## config.mk

```make
export PLATFORM = sky130hd
export DESIGN_NAME = xg_ifetch_queue
export DESIGN_NICKNAME = d
export VERILOG_FILES = /design/src/rtl/xg_ifetch_queue_pkg.sv /design/src/rtl/xg_ifq_storage.sv /design/src/rtl/xg_ifetch_queue.sv
export SDC_FILE = /design/constraint.sdc
export NUM_CORES = 1
export LEC_CHECK = 0
export ABC_AREA = 1
export CORE_ASPECT_RATIO = 0.7
export CORE_MARGIN = 3
export CORE_UTILIZATION = 40
export DETAILED_ROUTE_END_ITERATION = 6
export PLACE_DENSITY_LB_ADDON = 0.2
export SYNTH_ARGS = -nofsm -noshare
export SYNTH_HDL_FRONTEND = slang
export SYNTH_SLANG_ARGS = --single-unit
```

## constraint.sdc

```tcl
create_clock -name clk -period 3.3 [get_ports clk]
set_clock_uncertainty 0.15 [all_clocks]
set_input_delay 0.495 -clock clk [delete_from_list [all_inputs] [get_ports clk]]
set_output_delay 0.495 -clock clk [all_outputs]
set_load 0.02 [all_outputs]
```

## src/rtl/xg_ifetch_queue_pkg.sv

```systemverilog
// Shared types and default sizes for the xgriscv instruction-fetch queue.
package xg_ifetch_queue_pkg;

  localparam int IFQ_DEPTH  = 4;
  localparam int ADDR_SIZE  = 32;
  localparam int INSTR_SIZE = 32;
  localparam logic [ADDR_SIZE-1:0] IFQ_RESET_PC = 32'h0000_0000;

  // Life cycle of one queue slot: issued request waits as PEND until imem
  // answers, then holds a decodable instruction as FULL until dequeued.
  typedef enum logic [1:0] {
    IFQ_FREE = 2'd0,
    IFQ_PEND = 2'd1,
    IFQ_FULL = 2'd2
  } ifq_state_t;

  // Per-slot transition. Each event only applies to a slot in the matching
  // source state, so a stray strobe can never corrupt a slot.
  function automatic ifq_state_t ifq_next_state(ifq_state_t cur,
                                                logic       alloc,
                                                logic       fill,
                                                logic       pop);
    ifq_state_t nxt;
    nxt = cur;
    if (alloc && cur == IFQ_FREE)      nxt = IFQ_PEND;
    else if (fill && cur == IFQ_PEND)  nxt = IFQ_FULL;
    else if (pop && cur == IFQ_FULL)   nxt = IFQ_FREE;
    return nxt;
  endfunction

endpackage

```

## src/rtl/xg_ifq_storage.sv

```systemverilog
// Circular buffer of {state, pc, instr} slots for the fetch queue.
// Slots are allocated at tail, filled in order at fill, and retired at head.
module xg_ifq_storage
  import xg_ifetch_queue_pkg::*;
#(
  parameter int DEPTH   = IFQ_DEPTH,
  parameter int ADDR_W  = ADDR_SIZE,
  parameter int INSTR_W = INSTR_SIZE,
  localparam int PTR_W  = $clog2(DEPTH),
  localparam int CNT_W  = $clog2(DEPTH + 1)
) (
  input  logic               clk,
  input  logic               reset,
  input  logic               flush,
  input  logic               alloc,
  input  logic [ADDR_W-1:0]  alloc_pc,
  input  logic               fill,
  input  logic [INSTR_W-1:0] fill_instr,
  input  logic               pop,
  output logic               head_full,
  output logic [ADDR_W-1:0]  head_pc,
  output logic [INSTR_W-1:0] head_instr,
  output logic [CNT_W-1:0]   occupied,
  output logic [CNT_W-1:0]   pending
);

  ifq_state_t         state_q [DEPTH];
  ifq_state_t         state_d [DEPTH];
  logic [ADDR_W-1:0]  pc_mem    [DEPTH];
  logic [INSTR_W-1:0] instr_mem [DEPTH];

  logic [PTR_W-1:0] head_q;
  logic [PTR_W-1:0] tail_q;
  logic [PTR_W-1:0] fill_q;
  logic [CNT_W-1:0] occ_q;
  logic [CNT_W-1:0] pend_q;

  logic alloc_ok;
  logic fill_ok;
  logic pop_ok;

  // Qualify the strobes so the counters stay within 0..DEPTH.
  assign alloc_ok = alloc && (occ_q != CNT_W'(DEPTH));
  assign fill_ok  = fill && (pend_q != '0);
  assign pop_ok   = pop && (state_q[head_q] == IFQ_FULL);

  assign head_full  = (state_q[head_q] == IFQ_FULL);
  assign head_pc    = pc_mem[head_q];
  assign head_instr = instr_mem[head_q];
  assign occupied   = occ_q;
  assign pending    = pend_q;

  // Next state of every slot from the pointer each event targets.
  always_comb begin
    // NOTE: every always_comb output gets a value before any condition so no path leaves it holding its old value, which would infer a latch.
    for (int i = 0; i < DEPTH; i++) begin
      state_d[i] = ifq_next_state(state_q[i],
                                  alloc_ok && (tail_q == PTR_W'(i)),
                                  fill_ok  && (fill_q == PTR_W'(i)),
                                  pop_ok   && (head_q == PTR_W'(i)));
    end
  end

  // Slot states, pointers and counters; a flush empties everything at once.
  always_ff @(posedge clk) begin
    // NOTE: sequential state uses non-blocking assignments so every register samples pre-edge values regardless of statement order.
    if (reset || flush) begin
      for (int i = 0; i < DEPTH; i++) state_q[i] <= IFQ_FREE;
      head_q <= '0;
      tail_q <= '0;
      fill_q <= '0;
      occ_q  <= '0;
      pend_q <= '0;
    end else begin
      for (int i = 0; i < DEPTH; i++) state_q[i] <= state_d[i];
      if (alloc_ok) tail_q <= tail_q + PTR_W'(1);
      if (fill_ok)  fill_q <= fill_q + PTR_W'(1);
      if (pop_ok)   head_q <= head_q + PTR_W'(1);
      occ_q  <= occ_q + CNT_W'(alloc_ok) - CNT_W'(pop_ok);
      pend_q <= pend_q + CNT_W'(alloc_ok) - CNT_W'(fill_ok);
    end
  end

  // Payload storage written on allocate (pc) and on fill (instruction).
  always_ff @(posedge clk) begin
    // NOTE: payload arrays have no reset; the slot state says whether a word is meaningful, and unreset arrays map onto plain RAM.
    if (alloc_ok) pc_mem[tail_q]    <= alloc_pc;
    if (fill_ok)  instr_mem[fill_q] <= fill_instr;
  end

endmodule

```

## src/rtl/xg_ifetch_queue.sv

```systemverilog
// Instruction-fetch front end: sequential PC generation, imem request
// issue, in-order response capture and redirect handling with stale
// response dropping. Slot storage lives in xg_ifq_storage.
module xg_ifetch_queue
  import xg_ifetch_queue_pkg::*;
#(
  parameter int DEPTH   = IFQ_DEPTH,
  parameter int ADDR_W  = ADDR_SIZE,
  parameter int INSTR_W = INSTR_SIZE,
  parameter logic [ADDR_W-1:0] RESET_PC = ADDR_W'(IFQ_RESET_PC)
) (
  input  logic               clk,
  input  logic               reset,
  output logic               req_valid,
  input  logic               req_ready,
  output logic [ADDR_W-1:0]  req_addr,
  input  logic               rsp_valid,
  input  logic [INSTR_W-1:0] rsp_instr,
  output logic               out_valid,
  input  logic               out_ready,
  output logic [ADDR_W-1:0]  out_pc,
  output logic [INSTR_W-1:0] out_instr,
  input  logic               redirect,
  input  logic [ADDR_W-1:0]  redirect_pc
);

  localparam int CNT_W  = $clog2(DEPTH + 1);
  // Stale responses still in flight can exceed one queue's worth after
  // repeated redirects, so the drop counter has generous headroom.
  localparam int DROP_W = CNT_W + 3;

  logic [ADDR_W-1:0]  fetch_pc;
  logic [DROP_W-1:0]  drop;
  logic [DROP_W-1:0]  drop_d;

  logic               head_full;
  logic [ADDR_W-1:0]  head_pc;
  logic [INSTR_W-1:0] head_instr;
  logic [CNT_W-1:0]   occupied;
  logic [CNT_W-1:0]   pending;

  logic               issue;
  logic               rsp_discard;
  logic               rsp_fill;
  logic               pop;
  logic [ADDR_W-1:0]  redirect_target;

  // A response with nothing pending and nothing to drop is an imem protocol
  // error; it matches neither rsp_discard nor rsp_fill and is ignored.
  assign req_valid   = !reset && !redirect && (occupied != CNT_W'(DEPTH));
  assign req_addr    = fetch_pc;
  assign issue       = req_valid && req_ready;
  assign rsp_discard = rsp_valid && (drop != '0);
  assign rsp_fill    = rsp_valid && (drop == '0) && (pending != '0);

  // Decode flushes itself on redirect, so the head stays visible but is not
  // retired in that cycle.
  assign out_valid = !reset && head_full;
  assign out_pc    = reset ? '0 : head_pc;
  assign out_instr = reset ? '0 : head_instr;
  assign pop       = out_valid && out_ready && !redirect;

  assign redirect_target = redirect_pc & ~ADDR_W'(3);

  xg_ifq_storage #(
    .DEPTH   (DEPTH),
    .ADDR_W  (ADDR_W),
    .INSTR_W (INSTR_W)
  ) u_storage (
    .clk        (clk),
    .reset      (reset),
    .flush      (redirect),
    .alloc      (issue),
    .alloc_pc   (fetch_pc),
    .fill       (rsp_fill),
    .fill_instr (rsp_instr),
    .pop        (pop),
    .head_full  (head_full),
    .head_pc    (head_pc),
    .head_instr (head_instr),
    .occupied   (occupied),
    .pending    (pending)
  );

  // Drop count: on redirect every still-pending request becomes stale, less
  // the one answered this cycle, plus whatever was already being dropped.
  always_comb begin
    drop_d = drop;
    if (redirect) begin
      drop_d = DROP_W'(pending) - DROP_W'(rsp_fill) + drop - DROP_W'(rsp_discard);
    end else if (rsp_discard) begin
      drop_d = drop - DROP_W'(1);
    end
  end

  // Fetch PC and drop counter registers; redirect outranks sequential issue.
  always_ff @(posedge clk) begin
    if (reset) begin
      fetch_pc <= RESET_PC;
      drop     <= '0;
    end else begin
      drop <= drop_d;
      if (redirect) begin
        fetch_pc <= redirect_target;
      end else if (issue) begin
        fetch_pc <= fetch_pc + ADDR_W'(4);
      end
    end
  end

endmodule

```

## Yosys cells after proc, flatten, opt, wreduce, memory -nomap -nowiden

Memory sizes are Yosys's and may differ from the RTL's. A register that Yosys moved wholly into a read port is not among the register bits.
Index checks and enable logic that the tools add are counted.

- Shifts and indexed selects: 0
- Bitwise gates (word level): 4
- Div/mod/pow operators: 0
- Mux-type cells: 35
- Multipliers: 0
- Add/sub/neg operators: 12
- Reduce and logical (&&, ||, !) cells: 52
- $lt $le $gt $ge: 0
- Equality and inequality tests: 19

Operators with widths:

| kind | number |
|---|---|
| 32-bit 2-to-1 mux | 4 |
| 2-bit 2-to-1 mux | 22 |
| 1-bit logical AND | 36 |
| 32-bit by 3-bit adder with 32-bit output (second input constant) | 1 |
| 2-bit equality test (second input constant) | 11 |
| 2-bit by 1-bit equality test with 1-bit output (second input constant) | 7 |
| 2-bit zero test | 7 |
| 6-bit 2-to-1 mux | 2 |
| 1-bit 2-to-1 mux | 7 |
| 2-bit by 1-bit adder with 2-bit output (second input constant) | 3 |
| 3-bit by 1-bit adder with 3-bit output | 2 |
| 6-bit adder | 1 |
| 6-bit zero test | 1 |
| 6-bit nonzero test | 1 |
| 3-bit by 1-bit subtractor with 3-bit output | 2 |
| 6-bit by 1-bit subtractor with 6-bit output | 1 |
| 6-bit by 1-bit subtractor with 6-bit output (second input constant) | 1 |
| 1-bit OR | 4 |
| 2-bit nonzero test | 2 |
| 3-bit by 1-bit subtractor with 4-bit output | 1 |
| 3-bit inequality test (second input constant) | 1 |
| 3-bit nonzero test | 1 |
| 1-bit zero test | 2 |
| 2-bit OR reduction | 1 |
| 1-bit logical OR | 1 |

- Word-level logic and storage cells: 133
- Bits in registers: 50
- Bits in writable memories: 264
- Memory bits (read-only): 0
- Bits in latches: 0
- Memories kept: 3

Memory list:

| memory | depth | bits a word | read ports | clocked after memory_dff | write ports | RTL line | text |
|---|---|---|---|---|---|---|---|
| u_storage.instr_mem | 4 | 32 | 1 | 1 | 1 | xg_ifq_storage.sv:30 | `logic [INSTR_W-1:0] instr_mem [DEPTH];` |
| u_storage.pc_mem | 4 | 32 | 1 | 1 | 1 | xg_ifq_storage.sv:29 | `logic [ADDR_W-1:0] pc_mem [DEPTH];` |
| u_storage.state_q | 4 | 2 | 5 | 1 | 4 | xg_ifq_storage.sv:27 | `ifq_state_t state_q [DEPTH];` |

## Depth between registers and ports, before layout

- Word-level depth: 11
- Gate-level depth with buffers: 20
- Gate-level depth less buffers: 20

## By module

From an unflattened synthesis, not the netlist that was laid out.

- Cell total of the unflattened synthesis: 1,444
- Area total of the unflattened synthesis: 14,248.7 um^2

By module, submodules not included:

| module | cells each | area each (um^2) | times used |
|---|---|---|---|
| xg_ifq_storage | 778 | 10,651.5 | 1 |
| xg_ifetch_queue | 666 | 3,597.2 | 1 |

## Worst setup path after synthesis

No wires, ideal clock.

- Path type: flip-flop to flip-flop
- Start: register drop[0]
- End: memory u_storage.instr_mem[0][0] (netlist bit) (enable)
- Cell stages (with the launch flop): 9
- Period minus slack after synthesis: 3.086 ns
- Data arrival time: 2.514 ns
- Data required time: 2.729 ns
- Slack: 0.214 ns
- Path through: dfxtp_1 inv_1 ha_1 inv_1 nor2_2 nand4_2 nor2_4 inv_1 nor2_1

- Word-level cells in the longest chain between the ends: 6

RTL lines:

| item | RTL line | text |
|---|---|---|
| start, declared | xg_ifetch_queue.sv:33 | `logic [DROP_W-1:0] drop;` |
| start signal, assigned | xg_ifetch_queue.sv:102 | `drop <= drop_d;` |
| 6-bit zero test | xg_ifetch_queue.sv:54 | `assign rsp_fill = rsp_valid && (drop == '0) && (pending != '0);` |
| 1-bit logical AND (2 in series) | xg_ifetch_queue.sv:54 |  |
| 1-bit logical AND | xg_ifq_storage.sv:44 | `assign fill_ok = fill && (pend_q != '0);` |
| via u_storage.fill_ok | xg_ifq_storage.sv:39 | `logic fill_ok;` |
| 1-bit 2-to-1 mux | xg_ifq_storage.sv:88 | `if (fill_ok) instr_mem[fill_q] <= fill_instr;` |
| 1-bit 2-to-1 mux (implied by the code) | xg_ifq_storage.sv:88 |  |
| end, declared | xg_ifq_storage.sv:30 |  |

The timed path passes the listed nets, and every way through them passes these cells.

==> flow_summary.yaml <==
run_status:
  outcome: "finished, final reports clean"
route:
  route.vias.total: 10100
  wl_met2_um: 15800
  ant_nets: 0
  routed.top_layer: "met4"
  dr.pass1.iters: 5
  drtIter0Drc: 717
  viasPerCell: 4.93
  dr_wl_met3_um: 1840
  wl_met1_um: 17000
  wl_per_cell_um: 17.1
  drc_errors: 0
  wl_um: 35100
worst_setup_path:
  crit_fanout: 52
  path_class: "flop to output pin"
  ff2ff_setup_slack_ns: 0.21
  critPathRequiredTime_ns: 2.65
  timing.rr.end: "drop[4]"
  crit_path_end_kind: "output pin"
  timing.rr.start: "drop[0]"
  reg2regPathDepth: 17
  start_kind: "flop"
  critPathArrivalTime_ns: 2.49
finish:
  nNetsFinal: 1665
  fin_util: 0.509
  final_layout_size_suffix_gt1_frac: 0.0813
  design_area_um2: 17100
  area_growth_pct: 24.7
sta:
  worstMarginPinSlew_ns: 0.524
  fmax_mhz: 319
  slew_headroom: 0.651
  hold_violations: 0
  final_min_period_over_clock_period: 0.949
  timing.hold.ws_ns: 0.266
  maxSlewViolCount: 0
  rsz0062_at_grt: "false"
  tns_ns: 0
  final-setup-viol-count: 0
  layout_min_cycle_time_ns: 3.13
placed_design:
  port_buffers: 161
  routabilityCongestion: 0.869
  postPlaceCellArea_um2: 16000
  hpwlAfterDp_um: 22400
synth:
  synth_edf_count: 248
  synth_top_family_by_area: "simple AND/OR/NAND/NOR gates"
  ys_types: 36
  synth_top_area_frac: 0.542
  synthMuxAreaShare: 0
  synth-seq-cells: 306
  yosys_warnings: 0
  postSynth.asyncResetShare: 0
  synth_compound_area_frac: 0.106
  synth_adder_area_share: 0.0326
  synth_xor_area_frac: 0.00828
  syn_inst: 1401
  syn_area_per_cell_um2: 9.81
  netlist_area_um2: 13800
  synth.largest_area_cell: "edfxtp_1"
  yosysSeqAreaShare: 0.626
  synth_simple_gate_area_frac: 0.175
  ys_top_cells_by_area: "edfxtp_1 (54%), nor2_1 (8.7%), dfxtp_1 (8.4%), o21ai_0 (5.6%), nand2_1 (5.3%)"
  synth-main-ff-cell: "edfxtp_1"
clock_tree:
  htreeDepth: 1
  cts_buffers: 31
  cts_buffer_depth: 3
  clock_sinks: 306
  clk_pin_slew_ns: 0.07
  cts_hold_buf: 0
  cts-root-buf: "clkbuf_16"
  cts_tree: "done"
  clk_latency_ns: 0.57
power_and_ir_drop:
  leakage_nw: 6.14
  vdd_ir_drop_max_mv: 0.354
  power.total_mw: 8.81
  p_per_area_nw_per_um2: 514
floorplan:
  coreArea_um2: 33700
  die_x_um: 228
  dieArea_um2: 36700
  ios: 168
  num_rows: 56
  initial_core_util: 0.408
  die_h_um: 161
global_route:
  grt_pass1_vias: 9729
  grt_max_degree: 77
  grt_antenna_before_repair: 1
  gr-usage-all-layers: 0.191
  grt_pass1_wl_um: 54900
  grt_overflow: 0
worst_hold_path:
  min-delay-start: "redirect"
  hold_path_class: "input pin to flop"
  worstHoldEndpoint: "u_storage.state_q[0][0]"
  worstHoldPathCells: 5
run:
  cap_violations: 0
per-layer routing:
| layer | up-vias | global-route usage |
|---|---|---|
| met1 | 4839 | 0.284 |
| met2 | 201 | 0.297 |
| met3 | 39 | 0.0336 |
| li1 | 5026 | - |
| met5 | - | 0 |
| met4 | 0 | 0.0362 |
final cells by class:
type	count	area, um^2
antenna	1	2.50
multi-input combinational	922	4510
fill	3021	16600
sequential	306	8610
clock buffer	42	877
tap	464	581
inverter	110	415
timing repair buffer	190	1960
clock inverter	16	190
cell usage in the layout, fill, tap and decap left out, types with 19 or more instances in the layout:
| master | instances |
|---|---|
| o21ai_0 | 154 |
| a21oi_1 | 113 |
| ha_1 | 31 |
| clkdlybuf4s50_1 | 154 |
| inv_1 | 104 |
| buf_4 | 19 |
| nand3_1 | 38 |
| edfxtp_1 | 248 |
| dfxtp_1 | 56 |
| nor2_1 | 309 |
| nand2_1 | 193 |
| clkbuf_16 | 31 |
registers in the layout, indices dropped and copies added (netlist names), 3 cells and up, named ones only:
| signal | cells |
|---|---|
| u_storage.state_q | 8 |
| u_storage.instr_mem | 128 |
| u_storage.pc_mem | 120 |
| u_storage.pending | 3 |
| req_addr | 30 |
| drop | 6 |
| u_storage.occupied | 3 |
what timing repair did:
| item | 4_1_cts | 5_1_grt |
|---|---|---|
| endpoints found under the setup margin | 2 | 52 |
| setup buffers | 0 | 1 |
| resized for setup | 3 | 10 |
worst max-delay path: stages (launching register included):
cell and delay (ns):
dfxtp_4 0.48, buf_16 0.27, nor2_1 0.09, nor2_1 0.08, o21ai_0 0.15, a21oi_1 0.18, clkdlybuf4s50_1 0.62
metrics by stage:
stage | setup WS, ns | std cells
floorplan | 0.214 | 1404
global route | 0.00104 | 2051
CTS | 0.00222 | 2049
detailed placement | -0.0144 | 1991
finish | 0.167 | 2051
global placement | 0.0687 | 1991
report_power, final:
| part | switching [mW] | internal (mW) |
|---|---|---|
| registers | 0.0872 | 4.24 |
| logic | 0.501 | 0.370 |
| clock network | 1.50 | 2.11 |
| total | 2.09 | 6.72 |
how the worst max path moves through the flow:
| stage | start | end | depth (start not counted) |
|---|---|---|---|
| floorplan | drop[0] | u_storage.instr_mem[0][0] | 8 |
| global placement | rsp_valid | drop[4] | 14 |
| detailed placement | rsp_valid | drop[4] | 14 |
| CTS | flop | out_instr[12] | 5 |
| global route | flop | out_pc[17] | 6 |
| finish | flop | out_pc[27] | 6 |
cell usage after synthesis (8+ instances only):
master and count:
nor2_1 318, edfxtp_1 248, nand2_1 193, o21ai_0 154, a21oi_1 113, inv_1 105, dfxtp_1 58, nand3_1 38
clkbuf_1 33, ha_1 31, buf_2 21, nor2_4 8
kinds of logic (layout without fill, tap and decap cells):
| logic type | Yosys count | count (layout) |
|---|---|---|
| buffers and inverters | 176 | 358 |
| adders and majority gates | 34 | 34 |
| other | 1 | 5 |
| DFF | 306 | 306 |
| and+or+nand+nor | 585 | 585 |
| AOI/OAI and AO/OA | 286 | 286 |
| xor gates and xnor gates | 13 | 13 |
Note: power is estimated with default switching activity, not from simulation.
